<file path="config.mk">
export PLATFORM = sky130hd
export DESIGN_NAME = led_row_scheduler
export DESIGN_NICKNAME = d
export VERILOG_FILES = /design/src/rtl/led_row_scheduler.sv
export SDC_FILE = /design/constraint.sdc
export NUM_CORES = 1
export LEC_CHECK = 0
export BUFFER_PORTS_ARGS = -buffer_cell sky130_fd_sc_hd__buf_2
export CORE_MARGIN = 1
export CORE_UTILIZATION = 50
export DETAILED_ROUTE_END_ITERATION = 16
export GPL_TIMING_DRIVEN = 0
export PLACE_DENSITY = 0.72
export SETUP_SLACK_MARGIN = 0.2
export SYNTH_ARGS = -nofsm -noshare
export SYNTH_HDL_FRONTEND = slang
export SYNTH_SLANG_ARGS = --single-unit
</file>
<file path="constraint.sdc">
create_clock -name clock -period 4.6 [get_ports clock]
set_clock_uncertainty 0.05 [all_clocks]
set_input_delay 0.46 -clock clock [delete_from_list [all_inputs] [get_ports clock]]
set_output_delay 0.46 -clock clock [all_outputs]
set_load 0.01 [all_outputs]
</file>
<file path="src/rtl/led_row_scheduler.sv">
// TLC5941 row sequencer for the NX4 panel: one DC load after reset,
// then GS rows displayed while the next row is shifted in the background.
module led_row_scheduler #(
    parameter int NUM_ROWS  = 8,
    parameter int GS_BITS   = 576,
    parameter int DC_BITS   = 288,
    parameter int GS_CYCLES = 4096,
    localparam int W  = (NUM_ROWS > 1) ? $clog2(NUM_ROWS) : 1,
    localparam int CW = (GS_CYCLES > 1) ? $clog2(GS_CYCLES) : 1
) (
    input  logic         clock,
    input  logic         reset,
    input  logic         gsclk_tick,
    input  logic         dc_reload,
    input  logic         shift_done,
    output logic         shift_start,
    output logic [9:0]   shift_len,
    output logic [W-1:0] shift_row,
    output logic         led_mode,
    output logic         led_blank,
    output logic         led_xlat,
    output logic [W-1:0] row_sel,
    output logic         frame_done,
    output logic         underrun
);

    localparam logic [9:0]    DC_LEN   = 10'(DC_BITS);
    localparam logic [9:0]    GS_LEN   = 10'(GS_BITS);
    localparam logic [W-1:0]  LAST_ROW = W'(NUM_ROWS - 1);
    localparam logic [CW-1:0] CNT_END  = CW'(GS_CYCLES - 1);

    typedef enum logic [2:0] {
        DC_SHIFT,
        DC_LATCH,
        PRELOAD,
        SWAP_B,
        SWAP_X,
        DISPLAY,
        STALL
    } state_t;

    state_t        state_q, state_d;
    logic          cmd_pend_q, cmd_pend_d;
    logic          done_seen_q, done_seen_d;
    logic          reload_q, reload_d;
    logic [CW-1:0] cnt_q, cnt_d;

    logic          start_d;
    logic [9:0]    len_d;
    logic [W-1:0]  row_d;
    logic          mode_d;
    logic          blank_d;
    logic          xlat_d;
    logic [W-1:0]  rsel_d;
    logic          frame_d;
    logic          under_d;

    logic          done_ok;
    logic          period_end;
    logic [W-1:0]  next_row;

    // A done pulse only counts for an outstanding command whose start
    // pulse has already been seen by the shifter.
    assign done_ok    = cmd_pend_q && !shift_start && shift_done;
    assign period_end = gsclk_tick && (cnt_q == CNT_END);
    assign next_row   = (row_sel == LAST_ROW) ? '0 : row_sel + 1'b1;

    // State and all outputs are registered so reset lands on the next edge.
    always_ff @(posedge clock) begin
        if (reset) begin
            state_q     <= DC_SHIFT;
            cmd_pend_q  <= 1'b0;
            done_seen_q <= 1'b0;
            reload_q    <= 1'b0;
            cnt_q       <= '0;
            shift_start <= 1'b0;
            shift_len   <= '0;
            shift_row   <= '0;
            led_mode    <= 1'b0;
            led_blank   <= 1'b1;
            led_xlat    <= 1'b0;
            row_sel     <= '0;
            frame_done  <= 1'b0;
            underrun    <= 1'b0;
        end else begin
            state_q     <= state_d;
            cmd_pend_q  <= cmd_pend_d;
            done_seen_q <= done_seen_d;
            reload_q    <= reload_d;
            cnt_q       <= cnt_d;
            shift_start <= start_d;
            shift_len   <= len_d;
            shift_row   <= row_d;
            led_mode    <= mode_d;
            led_blank   <= blank_d;
            led_xlat    <= xlat_d;
            row_sel     <= rsel_d;
            frame_done  <= frame_d;
            underrun    <= under_d;
        end
    end

    // Next-state and next-output logic; pulses default low, levels hold.
    always_comb begin
        state_d     = state_q;
        cmd_pend_d  = cmd_pend_q;
        done_seen_d = done_seen_q;
        reload_d    = reload_q | dc_reload;
        cnt_d       = cnt_q;
        start_d     = 1'b0;
        len_d       = shift_len;
        row_d       = shift_row;
        mode_d      = led_mode;
        blank_d     = led_blank;
        xlat_d      = 1'b0;
        rsel_d      = row_sel;
        frame_d     = 1'b0;
        under_d     = underrun;

        if (done_ok) begin
            cmd_pend_d = 1'b0;
        end

        unique case (state_q)
            DC_SHIFT: begin
                blank_d = 1'b1;
                mode_d  = 1'b1;
                if (!cmd_pend_q) begin
                    start_d    = 1'b1;
                    len_d      = DC_LEN;
                    cmd_pend_d = 1'b1;
                end else if (done_ok) begin
                    state_d = DC_LATCH;
                    xlat_d  = 1'b1;
                end
            end
            DC_LATCH: begin
                state_d = PRELOAD;
                mode_d  = 1'b0;
            end
            PRELOAD: begin
                // shift_row already names the row to load: 0 after
                // reset, or the row pending when a DC reload cut in.
                if (!cmd_pend_q) begin
                    start_d    = 1'b1;
                    len_d      = GS_LEN;
                    cmd_pend_d = 1'b1;
                end else if (done_ok) begin
                    state_d = SWAP_B;
                end
            end
            SWAP_B: begin
                state_d = SWAP_X;
                blank_d = 1'b1;
                xlat_d  = 1'b1;
                rsel_d  = shift_row;
                frame_d = (shift_row == LAST_ROW);
            end
            SWAP_X: begin
                state_d     = DISPLAY;
                blank_d     = 1'b0;
                cnt_d       = '0;
                start_d     = 1'b1;
                len_d       = GS_LEN;
                row_d       = next_row;
                cmd_pend_d  = 1'b1;
                done_seen_d = 1'b0;
            end
            DISPLAY: begin
                if (gsclk_tick) begin
                    cnt_d = cnt_q + 1'b1;
                end
                if (done_ok) begin
                    done_seen_d = 1'b1;
                end
                if (period_end) begin
                    blank_d = 1'b1;
                    if (reload_q) begin
                        // The next row is re-shifted after the DC load,
                        // so any done for it is dropped here.
                        state_d     = DC_SHIFT;
                        reload_d    = 1'b0;
                        cmd_pend_d  = 1'b0;
                        done_seen_d = 1'b0;
                    end else if (done_seen_q || done_ok) begin
                        state_d = SWAP_B;
                    end else begin
                        state_d = STALL;
                        under_d = 1'b1;
                    end
                end
            end
            STALL: begin
                blank_d = 1'b1;
                if (done_ok) begin
                    state_d = SWAP_B;
                end
            end
            default: begin
                state_d = DC_SHIFT;
            end
        endcase
    end

endmodule
</file>
==> metrics.txt <==
status=completed; Post-Syn Area=1590 sq um; R2R depth=4; setup TNS=0 ns; initial antenna violation count=0; Num CTS Buffers=5; crit end category=flip-flop; peak supply drop=0.201 mV; critical path type=reg2reg; Core Util, Final=0.614; # fillers=280; Die X-Extent=58.4 um; row count=20; starting DRC count in detailed routing=50; CP max FO=7; Hold Crit Class=in2reg; WP data required=4.78 ns; Initial DRT Pass Iterations=4; diodes inserted=0; hold_buf cts=0; post-CTS setup buffers=0; vias in the first global route=1352; # IOs=27; clock root buffer=clkbuf_4; hold slack=0.331 ns; PD cells=315 nW/um^2; Hold Path Depth=3; Unique masters post-synth=48; Tot GR Track Use=0.219; fin crit share=0.419; CP Launch Type=flip-flop; FF-to-FF setup slack=2.67 ns; post-cts sizing count=0; Worst setup endpoint=led_blank; crit path time final=1.93 ns; TritonCTS clock tree=done; Reg clk slew, reported paths=0.10 ns; RSZ-0062 raised after global routing=false; Syn-to-layout area delta=16.9%; Yosys reg bits=32; setup violators final=0; clock sinks=32; per-cell routed wire length=12.7 um; IO Port Bufs=20; fraction of layout cells with a size suffix above 1=0.203; max-slew violation count=0; FF-to-FF End=led_blank; static leakage=0.000752 uW; core area=3030 sq um; max-cap violations=0; Syn. warnings=0; die height=58.4 um; largest area contributor in the netlist=dfxtp_1; first-pass GRT wire length=5.62 mm; NumNets Final=229; worst-skew pair later-pin latency=0.34 ns; final hold vios=0; Worst Max-Slew Pin Slew=0.630 ns; largest cells by area after synthesis=dfxtp_1 40%, nor2_1 4.7%, a21oi_1 3.8%; cell count after synthesis=189; htree depth=2; RePlAce Congestion=0.795; Detail Route Antenna Nets=0; worst flop-to-flop path startpoint=cnt_q[4]; Worst EP arrival=2.10 ns; Post-synth EDFFs=0; Final Power=585 uW; total die area=3410 sq um; largest net degree at the start of global routing=11; dpl hpwl=2.43 mm; top_reg_cell synth=dfxtp_1; initial core utilization=0.525; Syn Area/Cell=8.41 sq um; sequential share of the synthesized area=0.403; DRC Markers=0; total number of vias=1458; CP startpoint=cnt_q[4]; Clock Path Buffers=2; area share of the largest cell type after synthesis=0.403; GRT Residual Overflow=0; vias per inst=5.48; max_slew headroom=0.576; ys async rst share=0; f_max=519 MHz; Post-Route WL=3.39 mm
## stage by stage
stage                     cells  instance area, sq um  setup slack [ns]
after floorplan             194                  1610              2.84
after global placement      258                  1760              2.69
after detailed placement    258                  1760              2.67
after CTS                   266                  1860              2.66
after global routing        266                  1860              2.46
final                       266                  1860              2.67
## report_power, final
part / internal, uW / total, uW / switching [uW]
clock network: 144 / 243 / 99.2
registers: 284 / 290 / 6.47
logic: 22.6 / 51.4 / 28.8
## final cells by class
type	count	area, sq um	area share
clock buffer	7	65.1	0.0350
tap	44	55.1	0.0296
timing repair buffer	20	100	0.0539
sequential	32	641	0.345
buffer	20	121	0.0653
multi-input combinational	136	823	0.443
clock inverter	1	30.0	0.0162
inverter	6	22.5	0.0121
## metal layers
metal	GRT usage	part of all wire
met5	0	0
met4	0.102	0.019
met3	0.0659	0.041
met2	0.369	0.48
met1	0.255	0.46
## kinds of logic after synthesis
family | synth area share
mux | 0.0323
fa+ha+maj | 0.0236
simple gates | 0.274
buf+inv | 0.0905
xor+xnor | 0.0220
compound gates | 0.152
flops | 0.403
other cells | 0.00236
## placed cells by master (no fill, tap or decap), drive strengths merged, types with 6 or more instances in the layout
cell type / n
clkbuf: 16
a21oi: 12
buf: 31
dfxtp: 32
nor2: 20
nor3: 7
o21ai: 7
nand2: 16
or3: 6
conb: 6
inv: 6
## Yosys cell counts, types with 4 or more instances
cell      number
a211oi_1       4
a21oi_1       12
buf_4          8
clkbuf_1       8
dfxtp_1       32
inv_1          6
mux2i_1        4
nand2_1       16
nand3_1        4
nor2_1        20
nor3_1         7
o21ai_0        7
or3_1          6
xnor2_1        4
## critical path: stages, from the launching register on
cell	delay, ns
dfxtp_1	0.44
nand4_1	0.18
nor4_2	0.64
nor3_1	0.11
o41ai_1	0.40
## registers in the layout, indices dropped and copies added, names as in the netlist
| signal | count |
|---|---|
| led_mode | 1 |
| led_blank | 1 |
| shift_start | 1 |
| row_sel | 3 |
| frame_done | 1 |
| cmd_pend_q | 1 |
| reload_q | 1 |
| cnt_q | 12 |
| done_seen_q | 1 |
| underrun | 1 |
| state_q | 3 |
| shift_len | 2 |
| shift_row | 3 |
| led_xlat | 1 |
## worst min path at each step
stage	from	endpoint	slack, ns
finish	dc_reload	reload_q	0.33
global route	dc_reload	reload_q	0.35
CTS	dc_reload	reload_q	0.32
detailed placement	underrun	underrun	0.43
global placement	underrun	underrun	0.42
floorplan	cnt_q[11]	cnt_q[11]	0.41
Power figures use the tool's default switching activity.
